$ cat config.mk
export PLATFORM = sky130hd
export DESIGN_NAME = digit_serial_triple_multiplier
export DESIGN_NICKNAME = d
export VERILOG_FILES = /design/src/rtl/digit_serial_triple_multiplier.sv
export SDC_FILE = /design/constraint.sdc
export NUM_CORES = 1
export LEC_CHECK = 0
export BUFFER_PORTS_ARGS = -buffer_cell sky130_fd_sc_hd__buf_2
export CORE_AREA = 2 2 84 126
export CTS_CLUSTER_DIAMETER = 40
export DETAILED_ROUTE_END_ITERATION = 10
export DIE_AREA = 0 0 86 128
export PLACE_DENSITY = 0.8
export SYNTH_ARGS = -nofsm -noshare
export SYNTH_HDL_FRONTEND = slang
export SYNTH_SLANG_ARGS = --single-unit
$ cat constraint.sdc
create_clock -name clk -period 13.4 [get_ports clk]
set_clock_uncertainty 0.2 [all_clocks]
set_input_delay 0.67 -clock clk [delete_from_list [all_inputs] [get_ports clk]]
set_output_delay 0.67 -clock clk [all_outputs]
set_load 0.01 [all_outputs]
$ cat src/rtl/digit_serial_triple_multiplier.sv
// Digit-serial unsigned multiplier computing number1*number2*number3 at full precision.
// Phase MUL1 builds number1*number2 one digit of number2 per clock; MUL2 multiplies that by number3 one digit per clock.
module digit_serial_triple_multiplier #(
    parameter int W1    = 6,
    parameter int W2    = 6,
    parameter int W3    = 6,
    parameter int DIGIT = 3
) (
    input  logic                clk,
    input  logic                rst_n,
    input  logic                in_valid,
    output logic                in_ready,
    input  logic [W1-1:0]       number1,
    input  logic [W2-1:0]       number2,
    input  logic [W3-1:0]       number3,
    output logic                out_valid,
    input  logic                out_ready,
    output logic [W1+W2+W3-1:0] result,
    output logic                busy
);
    localparam int DG = (DIGIT > 0) ? DIGIT : 1;
    localparam int N2 = W2 / DG;
    localparam int N3 = W3 / DG;
    localparam int WA = W1 + W2;
    localparam int WR = W1 + W2 + W3;
    localparam int WX = WR + 1;
    localparam int NM = (N2 > N3) ? N2 : N3;
    localparam int KW = (NM > 1) ? $clog2(NM) : 1;

    generate
        if (DIGIT <= 0 || (W2 % DG) != 0 || (W3 % DG) != 0) begin : g_param_check
            $fatal(1, "W2 and W3 must be non-zero multiples of DIGIT");
        end
    endgenerate

    typedef enum logic [1:0] {IDLE, MUL1, MUL2, DONE} state_t;

    state_t          state;
    logic [W1-1:0]   n1;
    logic [W2-1:0]   n2;
    logic [W3-1:0]   n3;
    logic [WA-1:0]   acc1;
    logic [WR-1:0]   acc2;
    logic [KW-1:0]   k;
    logic [31:0]     sh;
    logic [DG-1:0]   d2;
    logic [DG-1:0]   d3;
    logic [WA-1:0]   sum1;
    logic [WR-1:0]   sum2;

    // Products are formed WR+1 wide; the truncation back to the accumulator width drops only zero bits.
    always_comb begin
        sh   = DG * 32'(k);
        d2   = DG'(n2 >> sh);
        d3   = DG'(n3 >> sh);
        sum1 = acc1 + WA'((WX'(n1) * WX'(d2)) << sh);
        sum2 = WR'(((WX'(acc1) * WX'(d3)) << sh) + WX'(acc2));
    end

    always_ff @(posedge clk or negedge rst_n) begin
        if (!rst_n) begin
            state     <= IDLE;
            n1        <= '0;
            n2        <= '0;
            n3        <= '0;
            acc1      <= '0;
            acc2      <= '0;
            k         <= '0;
            result    <= '0;
            out_valid <= 1'b0;
            in_ready  <= 1'b1;
            busy      <= 1'b0;
        end else begin
            case (state)
                IDLE: begin
                    if (in_valid && in_ready) begin
                        n1       <= number1;
                        n2       <= number2;
                        n3       <= number3;
                        acc1     <= '0;
                        acc2     <= '0;
                        k        <= '0;
                        in_ready <= 1'b0;
                        busy     <= 1'b1;
                        state    <= MUL1;
                    end
                end
                MUL1: begin
                    acc1 <= sum1;
                    if (k == KW'(N2 - 1)) begin
                        k     <= '0;
                        state <= MUL2;
                    end else begin
                        k <= k + 1'b1;
                    end
                end
                MUL2: begin
                    acc2 <= sum2;
                    if (k == KW'(N3 - 1)) begin
                        state <= DONE;
                    end else begin
                        k <= k + 1'b1;
                    end
                end
                DONE: begin
                    // First DONE cycle publishes the result; afterwards wait for the downstream handshake.
                    if (!out_valid) begin
                        result    <= acc2;
                        out_valid <= 1'b1;
                    end else if (out_ready) begin
                        out_valid <= 1'b0;
                        in_ready  <= 1'b1;
                        busy      <= 1'b0;
                        state     <= IDLE;
                    end
                end
                default: state <= IDLE;
            endcase
        end
    end
endmodule

* Yosys cells after proc, flatten, opt, wreduce, memory -nomap -nowiden *
Index checks and enable logic that the tools add are counted.

cells by class
  reductions and logical operators = 13
  bitwise gates (word level) = 1
  equal/unequal tests = 8
  mux-type cells = 23
  add/subtract/negate cells = 3
  multipliers = 3
  shift operators = 4

operator list
  cell                                             count
  case mux 18 bit (2 select lines)                 1
  case mux 12 bit (2 select lines)                 1
  adder 18 bit                                     1
  two-way mux 18 bit                               1
  left shift 15 x 3 -> 18 bit                      1
  multiplier 12 x 3 -> 15 bit                      1
  adder 12 bit                                     1
  two-way mux 12 bit                               1
  left shift 9 x 3 -> 12 bit                       1
  right shift 6 x 3 -> 3 bit                       2
  two-way mux 1 bit                                10
  two-way mux 2 bit                                5
  != test 2 bit, second input constant             5
  AND reduction 2 bit                              5
  multiplier 6 x 3 -> 9 bit                        1
  case mux 2 bit (4 select lines)                  1
  nonzero test 2 bit                               3
  AND reduction 5 bit                              1
  == test 2 bit, second input constant             2
  case mux 1 bit (2 select lines)                  2
  AND reduction 4 bit                              1
  multiplier 2 x 1 -> 3 bit, first input constant  1
  case mux 1 bit (3 select lines)                  1
  nonzero test 3 bit                               1
  other kinds (5)                                  5

word-level totals
  bits of input ports = 22
  bits in registers = 72
  output and inout bits = 21
  word-level logic and storage cells = 66

* Longest topological paths before layout *
  depth in word-level cells = 6
  mapped depth = 25
  depth with buffers taken out = 22

* Worst setup path after synthesis *
OpenSTA, ideal clock, no wires.

  path type = register -> register
  start point = reg k
  end point = reg acc2[17]
  cell stages (with the launch flop) = 26
  setup slack = 8.143 ns
  period minus slack after synthesis = 5.257 ns
  arrival = 4.929 ns
  required time = 13.072 ns
  cell sequence = dfrtp_1 -> clkbuf_1 -> mux2_2 -> clkbuf_1 -> nand2_1 -> fa_1 -> inv_1 -> ha_1 -> inv_1 -> fa_1 -> nand2b_1 -> a21oi_4 -> a41oi_2 -> o21bai_2 -> a21oi_2 -> xnor2_1 -> mux2_4 -> ha_1 -> buf_2 -> a21o_1 -> a31o_1 -> a221oi_2 -> o21ai_1 -> xnor2_1 -> a21oi_1 -> o22ai_1

between the ends
  cells in the longest elaborated chain, start to end = 6

ends and longest elaborated chain
  item                                line  text
  start: declaration                  44    logic [KW-1:0] k;
  start signal: assignment            94    k <= k + 1'b1;
  start signal: assignment            102   k <= k + 1'b1;
  multiplier 2 x 1 -> 3 bit *         53    sh = DG * 32'(k);
  right shift 6 x 3 -> 3 bit          55    d3 = DG'(n3 >> sh);
  multiplier 12 x 3 -> 15 bit         57    sum2 = WR'(((WX'(acc1) * WX'(d3)) << sh) + WX'(acc2));
  left shift 15 x 3 -> 18 bit *       57
  adder 18 bit *                      57
  case mux 18 bit (2 select lines) *  74    case (state)
  end signal: assignment              98    acc2 <= sum2;
  end: declaration                    43    logic [WR-1:0] acc2;

Mark *: on every way between the ends. The rest lies on a longest branch, timed or not.
A chain may end at the register's enable or synchronous reset.

* Final worst setup path *
Ends and elaborated chain as after synthesis.

==> metrics <==
status=finished clean; CP Max Fanout=38; vias in the first global route=between 4000 and 5000; pre-CTS setup slack=7970 ps; most frequent cells in the layout=100 x nand2_1, 71 x dfrtp_1, 57 x ha_1, 46 x mux2_2, 46 x inv_1; Port-buffer cells=42; Clock Tree Buf Depth=2; min Tclk post-route=5460 ps; Max-Cap Viols=0; Adder-Cell Fraction of Synth Area=0.185; Antenna Cells=0; row cnt=45; clk sinks=between 70 and 80; cell total after placement=~770; Nets=around 760; chip width=approximately 86 um; worst min path class=reg -> reg; Num CTS Buffers=9; initial antenna violation count=0; reg2reg path depth=23; Mapped Nets=approximately 720; grt total ovfl=0; RSZ-0062 raised after global routing=no; setup_tns=0 ps; Sw Ratio=0.465; Synth cell types=56; synthesized instance count=619; CTS tree=built; logic gate share of total power=0.645; post_cts resized=0; hold path cells=2; Crit. Startpoint=k; DRT Wirelength=about 12 mm; crit share post-route=0.407; 1st-pass router iterations=4; Core Region=approximately 10000 um^2; WS Path Type=reg -> reg; Post-synth ARST share=1.00; slew margin rel.=0.410; Max Slew Vio Count=0; DR vias=between 4000 and 5000; final setup fails=0; Post-Synth XOR/XNOR Area=0.0589; peak supply drop=between 0.00015 and 0.0002 V; crit path launch type=flop; FMAX=~0.18 GHz; commonest non-fill, non-tap cell in the layout=nand2_1; initial drt markers=approximately 240; fill cell count=~790; # hold bufs at CTS=0; reg2reg start=k; Flop pwr share=0.213; largest net degree at the start of global routing=73; DRC violations left=0; P&R area growth vs syn=10.8%; power per cell area=around 270 nW/um^2; initial core utilization=0.582; Post-Synth Simple-Gate Area=0.130; setup repair bufs after CTS=0; Psw=between 800 and 900 uW; Hold Startpoint=result[17]; Die Ht=~130 um; Clock transition at path regs=~70 ps; end of the worst hold path=result[17]; H-tree levels=3; die area=11000 um^2; Worst R2R End=acc2[17]; Total Power=~1.7 mW; type of destination of the critical path=flop; insertion delay to the later sink of the worst-skew pair=340 ps; Seq cells post-synth=72; layout cells sized above 1=0.184; Most used DFF post-synth=dfrtp_1; gr usage total=0.232; CTS Root Cell=clkbuf_16; Final Non-Filler Cells=between 700 and 800; CP cell instances=buf_4 -> mux2_2 -> nand2_1 -> fa_1 -> inv_1 -> ha_1 -> inv_1 -> fa_1 -> nand2b_1 -> a21oi_4 -> a41oi_2 -> o21bai_2 -> a21oi_2 -> xnor2_1 -> mux2_4 -> ha_1 -> a21o_1 -> a31o_1 -> a221oi_2 -> o21ai_1 -> xnor2_1 -> a21oi_1 -> o22ai_1; vias per cell=just under 6; CP peak stage delay=480 ps; Final Wtd Congestion=slightly below 0.9; Leak=between 3 and 4 nW; largest family of logic cells by synthesized area=adder cells; slew of the pin with the lowest slew margin=around 880 ps; Clock power frac=0.142; drt wl/cell=approximately 15 um; global-route wire length before repair=~21 mm; post-layout util=0.645; syn_area_per_cell=roughly 9.4 um^2; Ys Warns=0; dpl hpwl=about 9.4 mm; Synth Cell Area=approximately 5800 um^2; R2R Setup Slk=around 8000 ps; P_int=approximately 900 uW; Post-DRT Antenna Nets=0; number of synthesized flops with an enable pin=0; register area share after synthesis=0.311; worst setup margin=approximately 7900 ps; Worst EP required=about 13000 ps; Slowest cell on crit path=mux2_2; proportion of synthesized area in mux cells=0.0936; Hold Fails Final Rpt=0; IO Pins=43; compound-cell area share of the yosys netlist=0.180; data arrival time of the critical path=5480 ps
## worst max-delay path by stage
stage | endpoint | depth (start not counted)
2_1_floorplan | acc2[17] | 25
3_3_place_gp | acc2[17] | 23
3_5_place_dp | acc2[17] | 23
4_1_cts | acc2[17] | 23
5_1_grt | acc2[17] | 23
6_report | acc2[17] | 23
## through the flow
stage / area, um^2 / hold WS, ps
global route: 6430 / 316
CTS: 6430 / 289
floorplan: 5800 / 174
global placement: 6120 / 259
detailed placement: 6120 / 275
finish: 6430 / 284
## registers in the layout (all words and copies together), names as in the netlist
signal / cells
acc2: 18
result: 18
acc1: 12
n1: 6
n2: 6
n3: 6
state: 2
busy: 1
in_ready: 1
k: 1
out_valid: 1
## worst max-delay path: cells and delay by family (launching register included)
kind                     cells  cell delay [ps]
buffers and inverters        3              460
adder cells (fa/ha/maj)      4             1350
AND/OR/NAND/NOR              2              320
multiplexers                 2              740
flip-flops                   1              320
AO/OA/AOI/OAI               10             1680
XOR/XNOR                     2              290
## power by group through the flow
stage	clock, mW	combinational (mW)	sequential, mW
floorplan	0	0.873	0.364
global placement	0	1.05	0.369
detailed placement	0	1.11	0.374
CTS	0.249	1.12	0.370
global route	0.258	1.26	0.382
finish	0.246	1.12	0.370
## routing by layer
layer	global-route usage	routed length (um)	up-vias
li1	-	-	2230
met1	0.231	4540	2192
met2	0.453	6690	94
met3	0.0367	316	37
met4	0.108	441	0
met5	0	0	-
## cell type report
cell class,instances,area (um^2),area share
tap,117,146,0.0228
clock inverter,6,67.6,0.0105
timing repair buffer,46,240,0.0374
multi-input combinational,483,3750,0.584
sequential,72,1800,0.281
inverter,47,176,0.0275
clock buffer,10,239,0.0372
## synth_stat cells, types with 3 or more instances
cell type / count / area share
nor2_1: 16 / 0.010
a21oi_1: 30 / 0.026
o21ai_0: 35 / 0.030
a21o_1: 25 / 0.032
nand2_1: 100 / 0.065
ha_1: 57 / 0.12
nor2b_1: 7 / 0.0075
buf_2: 3 / 0.0026
a22o_1: 5 / 0.0075
and2_1: 18 / 0.019
nand2b_1: 5 / 0.0054
xnor2_1: 18 / 0.027
a211oi_1: 4 / 0.0052
o21bai_1: 9 / 0.012
nand3_1: 7 / 0.0060
o31ai_1: 5 / 0.0065
xor2_1: 21 / 0.032
a31oi_1: 4 / 0.0043
inv_1: 46 / 0.030
mux2_2: 46 / 0.089
o22ai_1: 3 / 0.0032
o21ai_1: 9 / 0.0078
fa_1: 18 / 0.062
dfrtp_1: 71 / 0.31
clkbuf_1: 14 / 0.0091
nor3_1: 3 / 0.0026
and3_1: 3 / 0.0032
## cells by family after synthesis
| family | Yosys count |
|---|---|
| AOI/OAI and AO/OA | 154 |
| xor gates and xnor gates | 39 |
| adders and majority gates | 75 |
| buffers and inverters | 64 |
| DFF | 72 |
| muxes | 48 |
| and+or+nand+nor | 167 |
No activity file was read; power rests on OpenSTA's default activity.
